==> src/rtl/uart_frame_pkg.sv <==
// Shared types, defaults and checksum helper for the UART frame decoder.
package uart_frame_pkg;

    typedef enum logic [2:0] {
        SYNC0,
        SYNC1,
        LEN,
        PAYLOAD,
        CHECK,
        DRAIN
    } state_t;

    localparam logic [7:0]  DEFAULT_SYNC_BYTE   = 8'hCA;
    localparam int unsigned DEFAULT_MAX_PAYLOAD = 16;

    // Running 8-bit additive checksum step; wraps modulo 256.
    function automatic logic [7:0] checksum_add(input logic [7:0] acc, input logic [7:0] data);
        return acc + data;
    endfunction

endpackage

==> src/rtl/uart_frame_buffer.sv <==
// Payload register file: one write port (capture) and one combinational read port (drain).
module uart_frame_buffer
    import uart_frame_pkg::*;
#(
    parameter int unsigned DEPTH = DEFAULT_MAX_PAYLOAD,
    parameter int unsigned AW    = $clog2(DEPTH)
) (
    input  logic          clock,
    input  logic          wr_en,
    input  logic [AW-1:0] wr_addr,
    input  logic [7:0]    wr_data,
    input  logic [AW-1:0] rd_addr,
    output logic [7:0]    rd_data_c
);

    logic [7:0] mem [DEPTH];

    // Capture payload bytes; storage needs no reset since LEN bounds every read.
    always_ff @(posedge clock) begin
        if (wr_en) begin
            mem[wr_addr] <= wr_data;
        end
    end

    assign rd_data_c = mem[rd_addr];

endmodule

==> src/rtl/uart_frame_decoder.sv <==
// Sync-hunting, length-prefixed, checksum-verified byte framer feeding the policy command stream.
module uart_frame_decoder
    import uart_frame_pkg::*;
#(
    parameter logic [7:0]  SYNC_BYTE      = DEFAULT_SYNC_BYTE,
    parameter int unsigned MAX_PAYLOAD    = DEFAULT_MAX_PAYLOAD,
    parameter int unsigned TIMEOUT_CYCLES = 100_000
) (
    input  logic        clock,
    input  logic        reset,
    input  logic        io_in_valid,
    output logic        io_in_ready,
    input  logic [7:0]  io_in_bits,
    output logic        io_out_valid,
    input  logic        io_out_ready,
    output logic [7:0]  io_out_bits,
    output logic        io_out_last,
    output logic        io_err_checksum,
    output logic        io_err_length,
    output logic        io_err_timeout,
    output logic [15:0] io_frame_count
);

    localparam int unsigned IDXW = $clog2(MAX_PAYLOAD);
    localparam int unsigned LENW = $clog2(MAX_PAYLOAD + 1);
    localparam int unsigned TMW  = $clog2(TIMEOUT_CYCLES + 1);

    state_t          state, state_next;
    logic [LENW-1:0] len_q, len_next;
    logic [IDXW-1:0] idx_q, idx_next, rd_q, rd_next;
    logic [7:0]      sum_q, sum_next;
    logic [TMW-1:0]  idle_q, idle_next;
    logic [15:0]     count_next;
    logic            in_fire, out_fire, timed, wr_en;
    logic            err_len_next, err_chk_next, err_to_next;
    logic [7:0]      rd_data;

    assign in_fire  = io_in_valid && io_in_ready;
    assign out_fire = io_out_valid && io_out_ready;

    uart_frame_buffer #(
        .DEPTH (MAX_PAYLOAD),
        .AW    (IDXW)
    ) u_buffer (
        .clock     (clock),
        .wr_en     (wr_en),
        .wr_addr   (idx_q),
        .wr_data   (io_in_bits),
        .rd_addr   (rd_next),
        .rd_data_c (rd_data)
    );

    // Next-state, datapath updates, error detection and idle timeout.
    always_comb begin
        state_next   = state;
        len_next     = len_q;
        idx_next     = idx_q;
        rd_next      = rd_q;
        sum_next     = sum_q;
        count_next   = io_frame_count;
        err_len_next = 1'b0;
        err_chk_next = 1'b0;
        err_to_next  = 1'b0;
        wr_en        = 1'b0;
        idle_next    = '0;
        timed        = 1'b0;

        unique case (state)
            SYNC0: begin
                if (in_fire && io_in_bits == SYNC_BYTE) state_next = SYNC1;
            end
            SYNC1: begin
                if (in_fire) state_next = (io_in_bits == SYNC_BYTE) ? LEN : SYNC0;
                timed = 1'b1;
            end
            LEN: begin
                if (in_fire) begin
                    if (io_in_bits != 8'd0 && io_in_bits <= 8'(MAX_PAYLOAD)) begin
                        len_next   = LENW'(io_in_bits);
                        sum_next   = io_in_bits;
                        idx_next   = '0;
                        state_next = PAYLOAD;
                    end else begin
                        err_len_next = 1'b1;
                        state_next   = SYNC0;
                    end
                end
                timed = 1'b1;
            end
            PAYLOAD: begin
                if (in_fire) begin
                    wr_en    = 1'b1;
                    sum_next = checksum_add(sum_q, io_in_bits);
                    if (LENW'(idx_q) == len_q - LENW'(1)) state_next = CHECK;
                    else                                   idx_next   = idx_q + IDXW'(1);
                end
                timed = 1'b1;
            end
            CHECK: begin
                if (in_fire) begin
                    if (io_in_bits == sum_q) begin
                        count_next = io_frame_count + 16'd1;
                        rd_next    = '0;
                        state_next = DRAIN;
                    end else begin
                        err_chk_next = 1'b1;
                        state_next   = SYNC0;
                    end
                end
                timed = 1'b1;
            end
            DRAIN: begin
                if (out_fire) begin
                    if (LENW'(rd_q) == len_q - LENW'(1)) state_next = SYNC0;
                    else                                  rd_next    = rd_q + IDXW'(1);
                end
            end
            default: state_next = SYNC0;
        endcase

        // Idle cycles inside a frame; the TIMEOUT_CYCLES-th idle cycle abandons the frame.
        if (timed && !in_fire) begin
            if (idle_q == TMW'(TIMEOUT_CYCLES - 1)) begin
                err_to_next = 1'b1;
                state_next  = SYNC0;
            end else begin
                idle_next = idle_q + TMW'(1);
            end
        end
    end

    // State, datapath and registered outputs (derived from next state).
    always_ff @(posedge clock) begin
        if (!reset) begin
            state           <= SYNC0;
            len_q           <= '0;
            idx_q           <= '0;
            rd_q            <= '0;
            sum_q           <= '0;
            idle_q          <= '0;
            io_in_ready     <= 1'b1;
            io_out_valid    <= 1'b0;
            io_out_bits     <= '0;
            io_out_last     <= 1'b0;
            io_err_checksum <= 1'b0;
            io_err_length   <= 1'b0;
            io_err_timeout  <= 1'b0;
            io_frame_count  <= '0;
        end else begin
            state           <= state_next;
            len_q           <= len_next;
            idx_q           <= idx_next;
            rd_q            <= rd_next;
            sum_q           <= sum_next;
            idle_q          <= idle_next;
            io_in_ready     <= (state_next != DRAIN);
            io_out_valid    <= (state_next == DRAIN);
            io_out_bits     <= (state_next == DRAIN) ? rd_data : 8'd0;
            io_out_last     <= (state_next == DRAIN) && (LENW'(rd_next) == len_next - LENW'(1));
            io_err_checksum <= err_chk_next;
            io_err_length   <= err_len_next;
            io_err_timeout  <= err_to_next;
            io_frame_count  <= count_next;
        end
    end

endmodule

==> config.mk <==
export PLATFORM = sky130hd
export DESIGN_NAME = uart_frame_decoder
export DESIGN_NICKNAME = d
export VERILOG_FILES = /design/src/rtl/uart_frame_pkg.sv /design/src/rtl/uart_frame_buffer.sv /design/src/rtl/uart_frame_decoder.sv
export SDC_FILE = /design/constraint.sdc
export NUM_CORES = 1
export LEC_CHECK = 0
export BUFFER_PORTS_ARGS = -buffer_cell sky130_fd_sc_hd__buf_4
export CAP_MARGIN = 20
export CORE_MARGIN = 4
export CORE_UTILIZATION = 57
export CTS_BUF_LIST = sky130_fd_sc_hd__clkbuf_8
export DETAILED_ROUTE_END_ITERATION = 16
export HOLD_SLACK_MARGIN = 0.06
export PLACE_DENSITY = 0.79
export RECOVER_POWER = 100
export SYNTH_ARGS = -nofsm -noshare
export SYNTH_HDL_FRONTEND = slang
export SYNTH_HIERARCHICAL = 1
export SYNTH_SLANG_ARGS = --single-unit
==> constraint.sdc <==
create_clock -name clock -period 3.1 [get_ports clock]
set_input_delay 0.155 -clock clock [delete_from_list [all_inputs] [get_ports clock]]
set_output_delay 0.155 -clock clock [all_outputs]
set_load 0.05 [all_outputs]
# Word level (Yosys, flattened, before mapping)

Memories as Yosys holds them, arrays and structs flattened. A register that Yosys moved wholly into a read port is not among the register bits.
Index checks and enable logic that the tools add are counted.

Word-level logic and storage cells: 100
Bits in writable memories: 128
Output and inout port bits: 30
Register bits: 63
Input port bits: 12
Memories kept: 1

Memories:

| memory       | words | bits a word | read ports | clocked after Yosys merged registers in | wr ports | line                    | RTL |
|---|---|---|---|---|---|---|---|
| u_buffer.mem | 16    | 8           | 1          | 1                                       | 1        | uart_frame_buffer.sv:16 | `logic [7:0] mem [DEPTH];` |

Reduce and logical (&&, ||, !) cells: 20
Add/sub/neg operators: 7
Eq/ne operators: 17
Muxes and demuxes: 39
Bitwise operators: 2
Magnitude comparators: 1

Operator list:

| kind                  | number |
|---|---|
| $mux 3                | 11 |
| $mux 4                | 8 |
| $mux 8                | 3 |
| $pmux 3 s6            | 1 |
| $add 17x1->17 const B | 1 |
| $eq 17x17->1 const B  | 1 |
| $add 16x1->16 const B | 1 |
| $pmux 4 s2            | 2 |
| $pmux 8 s2            | 1 |
| $eq 4x5->1            | 3 |
| $mux 5                | 3 |
| $sub 5x1->5 const B   | 2 |
| $eq 3x3->1 const B    | 3 |
| $reduce_and 3->1      | 3 |
| $add 4x1->4 const B   | 2 |
| $add 8x8->8           | 1 |
| $eq 8x8->1            | 1 |
| $eq 8x8->1 const B    | 1 |
| $le 8x5->1 const B    | 1 |
| $mux 1                | 8 |
| $ne 2x2->1 const B    | 4 |
| $reduce_bool 8->1     | 1 |
| $eq 3x2->1 const B    | 2 |
| $logic_and 1x1->1     | 6 |
| 12 further kinds      | 16 |

# Longest topological paths before layout

Depth after elaboration: 10
Gate-level depth with buffers: 13

# Cells and area by module

Netlist, hierarchy kept.

By module, submodules not included:

| module             | cells each | area each (µm²) | instances | seq. area each (µm²) |
|---|---|---|---|---|
| uart_frame_buffer  | 221        | 4987.3          | 1         | 3843.7 |
| uart_frame_decoder | 431        | 3734.8          | 1         | 1421.4 |

# Worst setup path after synthesis

Ideal clock, no wire load.

Path kind: flip-flop to flip-flop
From: register len_q[0]
To: register io_out_bits[1], read port of u_buffer.mem
Cell stages (with the launch flop): 13
Period minus slack after synthesis: 3.018 ns
Path slack: 0.082 ns
Path buffers: 2
Arrival time: 2.904 ns
Library setup time: 0.115 ns
Path through: dfxtp_1 -> inv_1 -> ha_1 -> xnor2_1 -> nor3_2 -> a311oi_2 -> mux2i_1 -> buf_6 -> buf_6 -> mux4_1 -> a22oi_1 -> nand2_1 -> and2_1

Elaborated cells on any way between the ends: 16

RTL lines:

| what                     | line                      | RTL |
|---|---|---|
| start: declaration       | uart_frame_decoder.sv:29  | `logic [LENW-1:0] len_q, len_next;` |
| start signal: assignment | uart_frame_decoder.sv:151 | `len_q <= len_next;` |
| $sub 5x1->5              | uart_frame_decoder.sv:114 | `if (LENW'(rd_q) == len_q - LENW'(1)) state_next = SYNC0;` |
| $eq 4x5->1               | uart_frame_decoder.sv:114 |  |
| $mux 4                   | uart_frame_decoder.sv:114 |  |
| $mux 4                   | uart_frame_decoder.sv:113 | `if (out_fire) begin` |
| $pmux 4 s2               | uart_frame_decoder.sv:68  | `unique case (state)` |
| via rd_next[0]           | uart_frame_decoder.sv:30  | `logic [IDXW-1:0] idx_q, idx_next, rd_q, rd_next;` |
| end: declaration         | uart_frame_decoder.sv:16  | `output logic [7:0] io_out_bits,` |

The timed path passes the listed nets, and every way through them passes these cells.
A chain may end at the register's enable or synchronous reset.

# Final worst setup path

From: register len_q[1]
To: register io_out_bits[4], read port of u_buffer.mem

The elaborated chain is that of the path after synthesis.

==> reports/metrics.yaml <==
final_layout:
  final.fill_count: 1059
  drive_above_1_share_pct: 19.8
  final_cell_count_no_fill: 951
  syn_to_final_growth_pct: 15.0
  final_nets: 780
  num_antenna_cells: 0
yosys:
  synth_most_common_cell: "edfxtp_1"
  ys_top_cells_by_count: "edfxtp_1, nor2_1, dfxtp_1, nand2_1, xor2_1"
  synth_warnings: 6
  synth-seq-area-share_pct: 60.4
  synth_edf_count: 128
  synth_area_leaders: "edfxtp_1, dfxtp_1, mux4_2"
  yosysUniqueCellTypes: 68
  synth_nets: 678
  synth-seq-cells: 199
  async_reset_ff_share_pct: 0
  synth_top_area_share_pct: 44.1
  syn_inst: 652
  synth_ff_type: "edfxtp_1"
  syn_area_um2: 8720
  synth_top_area_cell: "edfxtp_1"
  syn_avg_cell_area_um2: 13.4
timing:
  max_freq_mhz: 321
  tightestPinTransition_ns: 1.14
  slew_headroom_pct: 24.2
  fin_hold_ws_ns: 0.0987
  post-route-min-period_ns: 3.12
  hold_violations: 0
  rsz0062_at_grt: "yes"
  setup_viol: 1
  post-route-period-util_pct: 101
  postLayoutSetupSlackWorst_ns: -0.0158
  skew_ns: 0.0138
  drv_slew: 0
routing:
  drt_wl_total_um: 19700
  drt-wirelength-per-cell_um: 20.7
  route.detailed.drc: 0
  drtIter0Drc: 471
  dr.pass1.iters: 4
  ant_nets: 0
  vias: 5762
  viasPerCell: 6.06
hold_path:
  hp-class: "in2reg"
die:
  rows: 44
  dieHeight_um: 132
  coreArea_um2: 14800
  fp.dieW_um: 132
  start_util_pct: 59.1
  ios: 42
  die-area_um2: 17300
global_route:
  antenna_found_initial: 0
  grt_max_degree: 29
  grt_overflow: 0
  grt_pass1_vias: 5841
  grt_use_total_pct: 23.0
  grt_pass1_wl_um: 31300
power_and_ir_drop:
  ir_drop_mv: 0.251
  power_density_nw_per_um2: 462
  p_leak_nw: 3.40
cts:
  cts_tree: "done"
  numCtsBuffers: 17
  clkLatencyLatePin_ns: 0.46
  cts_buffer_depth: 2
  clkSinkCount: 199
  cts_max_level: 4
  clk_pin_slew_worst_paths_ns: 0.09
  root_buffer: "clkbuf_8"
critical_path:
  worstPathBufferInverterCount: 5
  critPathKind: "reg2reg"
  worst_ep_required_time_ns: 3.46
  cp.arrival_ns: 3.48
  worst_path_most_repeated_cell: "buf_12"
  path_cells: "inv_2, ha_4, nor3b_4, xnor2_2, a311oi_2, buf_4, mux2i_4, buf_12, buf_12, buf_6, mux4_2, a22oi_2, nand2_1, and2_4"
  crit_path_end_kind: "flop"
  critical_path.slowest_cell: "mux4_2"
  crit_fanout: 6
  crit_family: "multiplexers"
  max_stage_delay_ns: 0.49
  startpoint_type: "flop"
placement:
  place.port_buffers: 41
  detailed_place_hpwl_um: 12900
  place_congestion: 0.851
  place_inst: 911
status:
  violations: "setup timing"
  status: "complete, but fails checks"
job:
  cap_violations: 0
-- final timing paths --
path / startpoint / endpoint / slack (ns) / cells past startpoint
worst max-delay path: len_q[1]$_SDFF_PN0_ / io_out_bits[4]$_SDFF_PN0_ / -0.02 / 14
worst min-delay path: io_in_valid / io_err_timeout$_SDFF_PN0_ / 0.1 / 4
worst max register to register: len_q[1]$_SDFF_PN0_ / io_out_bits[4]$_SDFF_PN0_ / -0.02 / 14
worst min register to register: idle_q[0]$_SDFF_PP0_ / idle_q[0]$_SDFF_PP0_ / 0.50 / 1
-- sequential cells by signal (all words and copies together) (netlist names), 4 cells and up --
signal and flops:
len_q 5, idx_q 4, io_out_bits 8, idle_q 17
sum_q 8, u_buffer/mem 128, io_frame_count 16, rd_q 4
-- cell type report --
class | count | area (µm²) | share of cell area (%)
Sequential cell | 199 | 5270 | 52.5
Tap cell | 184 | 230 | 2.29
Clock inverter | 12 | 149 | 1.48
Inverter | 17 | 63.8 | 0.636
Timing Repair Buffer | 108 | 722 | 7.20
Clock buffer | 20 | 275 | 2.74
Multi-Input combinational cell | 411 | 3320 | 33.1
-- cells by family after synthesis --
logic type / after synthesis / share of synthesized area [%]
fa+ha+maj: 14 / 2.09
flops: 199 / 60.4
xor+xnor: 51 / 5.62
compound gates: 74 / 5.75
simple gates: 228 / 13.2
buf+inv: 42 / 2.73
mux: 44 / 10.3
-- worst min-delay path, stage by stage --
cell	delay [ns]
buf_4	0.08
nand2_1	0.11
nand3_1	0.13
nor2_1	0.04
-- through the flow --
| step | util, % | setup TNS, ns | area [µm²] | total power [mW] | setup WS [ns] |
|---|---|---|---|---|---|
| final | 68.0 | -0.0158 | 10000 | 4.64 | -0.0158 |
| after global routing | 68.0 | -0.607 | 10000 | 4.78 | -0.122 |
| after CTS | 68.9 | 0 | 10200 | 4.67 | 0.00614 |
| after detailed placement | 65.0 | -0.432 | 9590 | 2.97 | -0.131 |
| after global placement | 65.0 | -0.0397 | 9590 | 2.96 | -0.0195 |
| after floorplan | - | 0 | 8720 | 2.90 | 0.0815 |
-- cells in the final DEF, fill, tap and decap left out, drive strengths merged, types with 5 or more instances in the layout --
cell type / n
nor2b: 5
dfxtp: 71
nor4: 5
xnor2: 21
o21ai: 16
ha: 13
xor2: 27
a21oi: 13
nor3: 15
a22oi: 16
or3: 8
nand4: 10
clkbuf: 72
nand3: 17
edfxtp: 128
and3: 9
nand2: 40
a31oi: 5
buf: 55
and2: 15
mux4: 32
inv: 22
nor2: 81
mux2i: 11
-- where the power goes --
part | switching, mW | leakage (nW) | internal (mW) | total [mW]
clock network | 0.871 | 0.228 | 0.865 | 1.74
registers | 0.0000792 | 1.72 | 2.81 | 2.81
logic | 0.0669 | 1.45 | 0.0204 | 0.0874
total | 0.938 | 3.40 | 3.70 | 4.64
-- timing repair --
action / CTS / global route
cloned: 1 / 1
hold buffers: 1 / 0
setup endpoints to repair: 7 / 8
gates resized for setup: 13 / 30
buffers inserted: 4 / 2
pin swaps: 3 / 10
hold endpoints to repair: 7 / 0
-- layer usage --
| metal | GRT usage [%] | vias to the layer above | share of wire (%) |
|---|---|---|---|
| li1 | - | 2639 | - |
| met4 | 7.82 | 0 | 2.2 |
| met1 | 30.8 | 2883 | 43 |
| met5 | 0 | - | 0 |
| met3 | 3.86 | 28 | 5.2 |
| met2 | 38.7 | 212 | 49 |
(Power assumes the default switching activity.)
